### config.mk
export PLATFORM = sky130hd
export DESIGN_NAME = gslcd_v2_0_timing
export DESIGN_NICKNAME = d
export VERILOG_FILES = /design/src/rtl/gslcd_v2_0_timing.sv
export SDC_FILE = /design/constraint.sdc
export NUM_CORES = 1
export LEC_CHECK = 0
export ABC_AREA = 1
export CORE_ASPECT_RATIO = 2
export CORE_MARGIN = 2
export CORE_UTILIZATION = 57
export DETAILED_ROUTE_END_ITERATION = 10
export PLACE_DENSITY = 0.88
export RECOVER_POWER = 25
export REMOVE_ABC_BUFFERS = 1
export SYNTH_ARGS = -nofsm -noshare
export SYNTH_HDL_FRONTEND = slang
export SYNTH_SLANG_ARGS = --single-unit
### constraint.sdc
create_clock -name pclk_i -period 3.3 [get_ports pclk_i]
set_input_delay 0.99 -clock pclk_i [delete_from_list [all_inputs] [get_ports pclk_i]]
set_output_delay 0.99 -clock pclk_i [all_outputs]
set_load 0.02 [all_outputs]
### src/rtl/gslcd_v2_0_timing.sv
// LCD panel timing generator: sync, data-enable and pixel-fetch strobes
// derived from free-running pixel/line counters. The counters run against
// shadowed timing registers that reload only at the frame boundary.
module gslcd_v2_0_timing #(
  parameter int C_LINE_WIDTH  = 10,
  parameter int C_PIXEL_WIDTH = 10,
  parameter int C_RD_LEAD     = 1,
  parameter int C_HSYNC_POL   = 1,
  parameter int C_VSYNC_POL   = 1
) (
  input  logic                     pclk_i,
  input  logic                     rst_i,
  input  logic                     en_i,
  input  logic [C_PIXEL_WIDTH-1:0] h_total_i,
  input  logic [C_PIXEL_WIDTH-1:0] h_sync_start_i,
  input  logic [C_PIXEL_WIDTH-1:0] h_sync_end_i,
  input  logic [C_PIXEL_WIDTH-1:0] h_act_start_i,
  input  logic [C_LINE_WIDTH-1:0]  v_total_i,
  input  logic [C_LINE_WIDTH-1:0]  v_sync_start_i,
  input  logic [C_LINE_WIDTH-1:0]  v_sync_end_i,
  input  logic [C_LINE_WIDTH-1:0]  v_act_start_i,
  output logic                     hsync_o,
  output logic                     vsync_o,
  output logic                     active_o,
  output logic                     rd_active_o,
  output logic                     frame_start_o,
  output logic                     line_start_o,
  output logic [C_PIXEL_WIDTH-1:0] pixel_x_o,
  output logic [C_LINE_WIDTH-1:0]  pixel_y_o,
  output logic                     busy_o
);

  // state    | meaning
  // S_IDLE   | stopped; outputs inactive, counters parked at 0
  // S_RUN    | scanning frames continuously
  // S_DRAIN  | run request dropped; finishing the current frame
  typedef enum logic [1:0] {S_IDLE, S_RUN, S_DRAIN} state_t;

  localparam int PW = C_PIXEL_WIDTH;
  localparam int LW = C_LINE_WIDTH;
  localparam logic HS_ON = (C_HSYNC_POL != 0);
  localparam logic VS_ON = (C_VSYNC_POL != 0);

  state_t          state_q, state_d;
  logic [PW-1:0]   pix_q, pix_d;
  logic [LW-1:0]   lin_q, lin_d;
  logic            load;
  logic            pix_last, lin_last, wrap, running;

  logic [PW-1:0]   sh_h_total_q, sh_h_ss_q, sh_h_se_q, sh_h_act_q;
  logic [LW-1:0]   sh_v_total_q, sh_v_ss_q, sh_v_se_q, sh_v_act_q;

  logic            hsync_q, vsync_q, active_q, rd_q, fs_q, ls_q, busy_q;
  logic [PW-1:0]   px_q, px_d;
  logic [LW-1:0]   py_q, py_d;
  logic            hs_hit, vs_hit, act_hit, rd_hit;
  logic [PW:0]     pix_ext, rd_lo, rd_hi;

  assign pix_last = (pix_q == sh_h_total_q - PW'(1));
  assign lin_last = (lin_q == sh_v_total_q - LW'(1));
  assign wrap     = pix_last && lin_last;
  assign running  = (state_q != S_IDLE);

  // Next-state, counter advance and shadow-load decision
  always_comb begin
    state_d = state_q;
    pix_d   = pix_q;
    lin_d   = lin_q;
    load    = 1'b0;
    case (state_q)
      S_IDLE: begin
        pix_d = '0;
        lin_d = '0;
        if (en_i) begin
          load    = 1'b1;
          state_d = S_RUN;
        end
      end
      S_RUN, S_DRAIN: begin
        if (pix_last) begin
          pix_d = '0;
          lin_d = lin_last ? '0 : lin_q + LW'(1);
        end else begin
          pix_d = pix_q + PW'(1);
        end
        if (en_i) begin
          state_d = S_RUN;
          load    = wrap;
        end else if (wrap) begin
          state_d = S_IDLE;
        end else begin
          state_d = S_DRAIN;
        end
      end
      default: state_d = S_IDLE;
    endcase
  end

  // State, counters and timing shadows
  always_ff @(posedge pclk_i) begin
    if (rst_i) begin
      state_q      <= S_IDLE;
      pix_q        <= '0;
      lin_q        <= '0;
      sh_h_total_q <= '0;
      sh_h_ss_q    <= '0;
      sh_h_se_q    <= '0;
      sh_h_act_q   <= '0;
      sh_v_total_q <= '0;
      sh_v_ss_q    <= '0;
      sh_v_se_q    <= '0;
      sh_v_act_q   <= '0;
    end else begin
      state_q <= state_d;
      pix_q   <= pix_d;
      lin_q   <= lin_d;
      if (load) begin
        sh_h_total_q <= h_total_i;
        sh_h_ss_q    <= h_sync_start_i;
        sh_h_se_q    <= h_sync_end_i;
        sh_h_act_q   <= h_act_start_i;
        sh_v_total_q <= v_total_i;
        sh_v_ss_q    <= v_sync_start_i;
        sh_v_se_q    <= v_sync_end_i;
        sh_v_act_q   <= v_act_start_i;
      end
    end
  end

  // Output decode from the current counter position; the extra bit on the
  // fetch window keeps the lead subtraction from wrapping.
  always_comb begin
    pix_ext = {1'b0, pix_q};
    rd_lo   = {1'b0, sh_h_act_q} - (PW+1)'(C_RD_LEAD);
    rd_hi   = {1'b0, sh_h_total_q} - (PW+1)'(C_RD_LEAD);
    hs_hit  = (pix_q >= sh_h_ss_q) && (pix_q < sh_h_se_q);
    vs_hit  = (lin_q >= sh_v_ss_q) && (lin_q < sh_v_se_q);
    act_hit = (lin_q >= sh_v_act_q) && (pix_q >= sh_h_act_q);
    rd_hit  = (lin_q >= sh_v_act_q) && (pix_ext >= rd_lo) && (pix_ext < rd_hi);
    px_d    = (running && act_hit) ? pix_q - sh_h_act_q : '0;
    py_d    = (running && act_hit) ? lin_q - sh_v_act_q : '0;
  end

  // Registered outputs
  always_ff @(posedge pclk_i) begin
    if (rst_i) begin
      hsync_q  <= ~HS_ON;
      vsync_q  <= ~VS_ON;
      active_q <= 1'b0;
      rd_q     <= 1'b0;
      fs_q     <= 1'b0;
      ls_q     <= 1'b0;
      px_q     <= '0;
      py_q     <= '0;
      busy_q   <= 1'b0;
    end else begin
      hsync_q  <= (running && hs_hit) ? HS_ON : ~HS_ON;
      vsync_q  <= (running && vs_hit) ? VS_ON : ~VS_ON;
      active_q <= running && act_hit;
      rd_q     <= running && rd_hit;
      fs_q     <= running && (pix_q == '0) && (lin_q == '0);
      ls_q     <= running && (pix_q == '0);
      px_q     <= px_d;
      py_q     <= py_d;
      busy_q   <= (state_d != S_IDLE);
    end
  end

  assign hsync_o       = hsync_q;
  assign vsync_o       = vsync_q;
  assign active_o      = active_q;
  assign rd_active_o   = rd_q;
  assign frame_start_o = fs_q;
  assign line_start_o  = ls_q;
  assign pixel_x_o     = px_q;
  assign pixel_y_o     = py_q;
  assign busy_o        = busy_q;

endmodule

After elaboration in Yosys (flattened, before gate mapping)
Index checks and enable logic that the tools add are counted.
Operators by class
  add/subtract/negate cells: 8
  order comparisons: 8
  equal/unequal tests: 5
  muxes and demuxes: 14
  bitwise operators: 1
  reduce and logical (&&, ||, !) cells: 21
Operator list (count)
  $ge 10x10->1: 4
  $pmux 10 s2: 2
  $mux 10: 3
  $sub 10x1->11 const B: 2
  $add 10x1->10 const B: 2
  $eq 10x10->1: 2
  $logic_not 10->1: 2
  $lt 10x10->1: 2
  $sub 10x1->10 const B: 2
  $sub 10x10->10: 2
  $logic_and 1x1->1: 12
  $ge 10x11->1: 1
  $lt 10x11->1: 1
  $mux 2: 3
  $reduce_bool 2->1: 3
  $mux 1: 4
  $pmux 2 s2: 1
  $reduce_or 2->1: 2
  $eq 2x1->1 const B: 1
  $eq 2x2->1 const B: 1
  $logic_not 2->1: 1
  $ne 2x2->1 const B: 1
  $pmux 1 s2: 1
  $reduce_and 2->1: 1
  $not 1->1: 1
Storage, ports and cells
  bits in registers: 129
  input bits: 83
  output and inout port bits: 27
  word-level logic and storage cells: 77

Logic depth before layout (Yosys ltp)
  depth after elaboration: 7
  mapped depth: 18
  depth with buffers taken out: 17

Least setup slack after synthesis
Ideal clock, no wire load.
  kind: reg-to-reg
  start point: register sh_h_total_q[2]
  end point: register sh_h_se_q[7]
  setup time: 115 ps
  arrival: 2867 ps
  required time: 3185 ps
  setup slack: 318 ps
  cell stages (with the launch flop): 19
  buffers on the path: 2
  period minus slack after synthesis: 2982 ps
  cell sequence: dfxtp_1 -> nor2_1 -> nand2_1 -> or3_1 -> nor3_1 -> nand2_1 -> nor2_1 -> xnor2_1 -> ha_1 -> nand4_1 -> nand3b_1 -> nor2_1 -> nand4_1 -> nand2_2 -> buf_6 -> buf_4 -> nand3_1 -> nand2_1 -> nor2_1
Between the ends
  longest elaborated chain between the ends: 5
Ends and longest elaborated chain
  start, declared: line 50  | logic [PW-1:0] sh_h_total_q, sh_h_ss_q, sh_h_se_q, sh_h_act_q;
  start signal, assigned: line 118  | sh_h_total_q <= h_total_i;
  $sub 10x1->10: line 59  | assign pix_last = (pix_q == sh_h_total_q - PW'(1));
  $eq 10x10->1: line 59
  $logic_and 1x1->1: line 61  | assign wrap = pix_last && lin_last;
  $mux 1: line 86  | if (en_i) begin
  $pmux 1 s2: line 70  | case (state_q)
  end signal, assigned: line 120  | sh_h_se_q <= h_sync_end_i;
  end, declared: line 50
No other way between the ends.
A chain may end at the register's enable or synchronous reset.

Worst setup path in the final report
  start point: register sh_h_total_q[1]
  end point: register sh_v_se_q[2]
Between the ends
  longest elaborated chain between the ends: 5
Ends and longest elaborated chain
  $sub 10x1->10: line 59
  $eq 10x10->1: line 59
  $logic_and 1x1->1: line 61
  $mux 1: line 86
  $pmux 1 s2: line 70
  end signal, assigned: line 124  | sh_v_se_q <= v_sync_end_i;
  end, declared: line 51  | logic [LW-1:0] sh_v_total_q, sh_v_ss_q, sh_v_se_q, sh_v_act_q;
No other way between the ends.

==> results.toml <==
[clock_tree]
hold_buffers = 0
clockBufferDepth = 2
clock_sinks = 129
clk-insertion-delay-late_ps = 430
cts_inserted_buffers = 17
cts.htree.levels = 4
path_clk_slew_ps = 50
tritoncts = "done"
cts_root_buf = "clkbuf_16"

[worst_setup_path]
critPathRequiredTime_ps = 3620
r2r_slack_ps = 70
worstReg2RegEnd = "sh_v_se_q[2]"
startpoint_type = "flop"
end_kind = "flop"
reg2reg_depth = 18
cp_max_fo = 11
reg2reg_from = "sh_h_total_q[1]"
worst-setup-path-type = "flop to flop"
worstPathArrival_ps = 3540

[logic_synthesis]
synth.avg_cell_area_um2 = 6.74
yosys_warnings = 0
synthSimpleGateAreaFrac_pct = 28.1
postSynthCellCount = 1278
netlist.area_leader.share_pct = 30.0
async_flop_share_pct = 0
synth_top_family_by_area = "simple AND/OR/NAND/NOR gates"
synthesis.area_mm2 = 0.00862
yosysTopAreaCell = "dfxtp_1"
synth_ff_type = "dfxtp_1"
synth_commonest_cells = "nand2_1 (221), inv_1 (210), nor2_1 (171)"
synth.area.mux_share_pct = 0
synth_cell_types = 40
synthTopCellsByArea = "dfxtp_1 (30%), ha_1 (13%), nand2_1 (9.6%)"
synthXorXnorAreaFrac_pct = 3.15
yosysMostFrequentCell = "nand2_1"
synth_compound_area_share_pct = 13.0
synth_seq_cells = 129
synthAdderAreaFrac_pct = 13.2
ys_seq_area_share_pct = 30.0
synth_edf_count = 0

[sta]
finalSetupTns_ps = 0
max_slew_margin_pct = 20.2
fin_skew_ps = 10.6
finalCritPeriodShare_pct = 97.8
max_freq_ghz = 0.310
drv_slew = 0
setup_viol = 0
min_period_ps = 3230
final-hold-violation-count = 0
rsz0062_at_grt = "yes"
worstMarginPinSlew_ps = 1180

[floorplan]
core_area_mm2 = 0.0148
start_util_pct = 58.1
die_w_um = 90.9
chipHeight_um = 178
die_area_mm2 = 0.0162
rows = 63
ios = 110

[grt]
grt_pass1_vias = 8727
grt_first_pass_wirelength_um = 37800
grt_max_degree = 109
overflow = 0
antenna_found_initial = 0
grt_usage_pct = 28.9

[route]
drtAntennaViolNets = 0
drtIter0Drc = 627
dr.pass1.iters = 5
vias = 9225
drc = 0
post_drt_wl_per_cell_um = 16.1
vias_per_cell = 5.73
wirelength_um = 25900

[hold_path]
min_path_type = "flop to flop"
holdPathStages = 2
holdPathEnd = "sh_h_total_q[0]"
worstHoldStart = "sh_h_total_q[0]"

[run]
cap_violations = 0

[place]
postPlaceCellArea_mm2 = 0.00993
placed_cells = 1557
dp_hpwl_um = 16500
gp_congestion = 0.936
portBuffers = 109

[finish]
antenna_cells = 0
finalNetCount = 1577
area_growth_pct = 26.2
finish.instance_area_mm2 = 0.0109
final_cells = 1611
drive_above_1_share_pct = 8.47

[power]
cellLeakagePower_nw = 5.30
power_density_mw_per_mm2 = 520
peakVddDrop_mv = 0.364

[status]
outcome = "finished clean"
==> flip-flops by register name, indices dropped and copies added (netlist names) <==
name           flops
active_o           1
busy_o             1
frame_start_o      1
hsync_o            1
lin_q             10
line_start_o       1
pix_q             10
pixel_x_o         10
pixel_y_o         10
rd_active_o        1
sh_h_act_q        10
sh_h_se_q         10
sh_h_ss_q         10
sh_h_total_q      10
sh_v_act_q        10
sh_v_se_q         10
sh_v_ss_q         10
sh_v_total_q      10
state_q            2
vsync_o            1
==> how the worst max path moves through the flow <==
| stage | start | to | slack, ps | cells after the start |
|---|---|---|---|---|
| floorplan | en_i | sh_h_act_q[6] | -3830 | 4 |
| global placement | sh_h_total_q[2] | sh_v_ss_q[1] | 270 | 17 |
| detailed placement | sh_h_total_q[2] | sh_v_ss_q[6] | 160 | 17 |
| CTS | sh_h_total_q[2] | sh_h_act_q[9] | 70 | 17 |
| global route | sh_h_total_q[1] | sh_v_act_q[2] | -140 | 18 |
| finish | sh_h_total_q[1] | sh_v_se_q[2] | 70 | 18 |
==> metal layers <==
metal  global-route usage, %  wire (µm)
met5                       0          0
met2                    56.0      13800
met3                    4.71       1480
met1                    25.9       8540
met4                    22.0       2090
==> area by class of cell <==
class | count | area, µm²
Fill cell | 1106 | 3950
Clock inverter | 6 | 55.1
Tap cell | 195 | 244
Sequential cell | 129 | 2580
Multi-Input combinational cell | 889 | 5050
Clock buffer | 25 | 495
Inverter | 214 | 803
Timing Repair Buffer | 153 | 1640
==> layout by cell type (no fill, tap or decap), drive strengths merged <==
master         count
o22ai              1
nand3            121
nor3              22
o211a              1
o211ai             3
nor2             174
nand3b             5
buf               37
o21a               1
a211oi             6
a21o               2
o2111ai            4
inv              214
clkinv             5
a31oi              2
clkbuf            32
a221oi             1
clkdlybuf4s50    109
a21oi            140
o221ai             2
or2                5
ha                88
o21bai             3
fa                 2
dfxtp            129
nand2            224
a22oi              1
xnor2              7
or3                1
bufinv             1
o21ai             27
nor4               5
nand4             17
xor2              24
==> critical path, stage by stage (launching register included) <==
cell	delay, ps
dfxtp_2	330
nor2_2	90
nand2_1	70
or3_4	360
nor3_4	210
nand2_1	90
nor2_1	120
xnor2_1	80
ha_1	310
nand4_1	90
nand3b_1	220
nor2_2	160
nand4_1	230
nand2_4	200
buf_4	170
clkbuf_16	160
nand3_1	80
nand2_1	110
nor2_1	50
==> cell families (layout without fill, tap and decap cells) <==
family                     Yosys count  count (layout)
xor gates and xnor gates            31              31
and+or+nand+nor                    572             574
buffers and inverters              262             398
adders and majority gates           90              90
DFF                                129             129
AOI/OAI and AO/OA                  194             194
==> timing repair <==
action                                  in CTS  in global routing
buffers inserted                             0                 11
hold endpoints to repair                     0                  0
resized for setup                            0                 18
endpoints found under the setup margin       0                 79
==> where the power goes <==
part           switching [mW]  internal (mW)  leakage (nW)
logic                    1.17          0.843          3.97
clock network           0.690           1.10         0.277
registers               0.131           1.72          1.06
==> per-stage QoR <==
step	setup slack [ps]	utilization (%)	hold slack (ps)	power, mW
2_1_floorplan	-3830	-	452	3.05
3_3_place_gp	273	67.0	461	3.49
3_5_place_dp	164	67.0	470	3.55
4_1_cts	65.9	70.7	484	5.35
5_1_grt	-139	73.4	511	5.93
6_report	73.7	73.4	479	5.65
(Power assumes the default switching activity.)
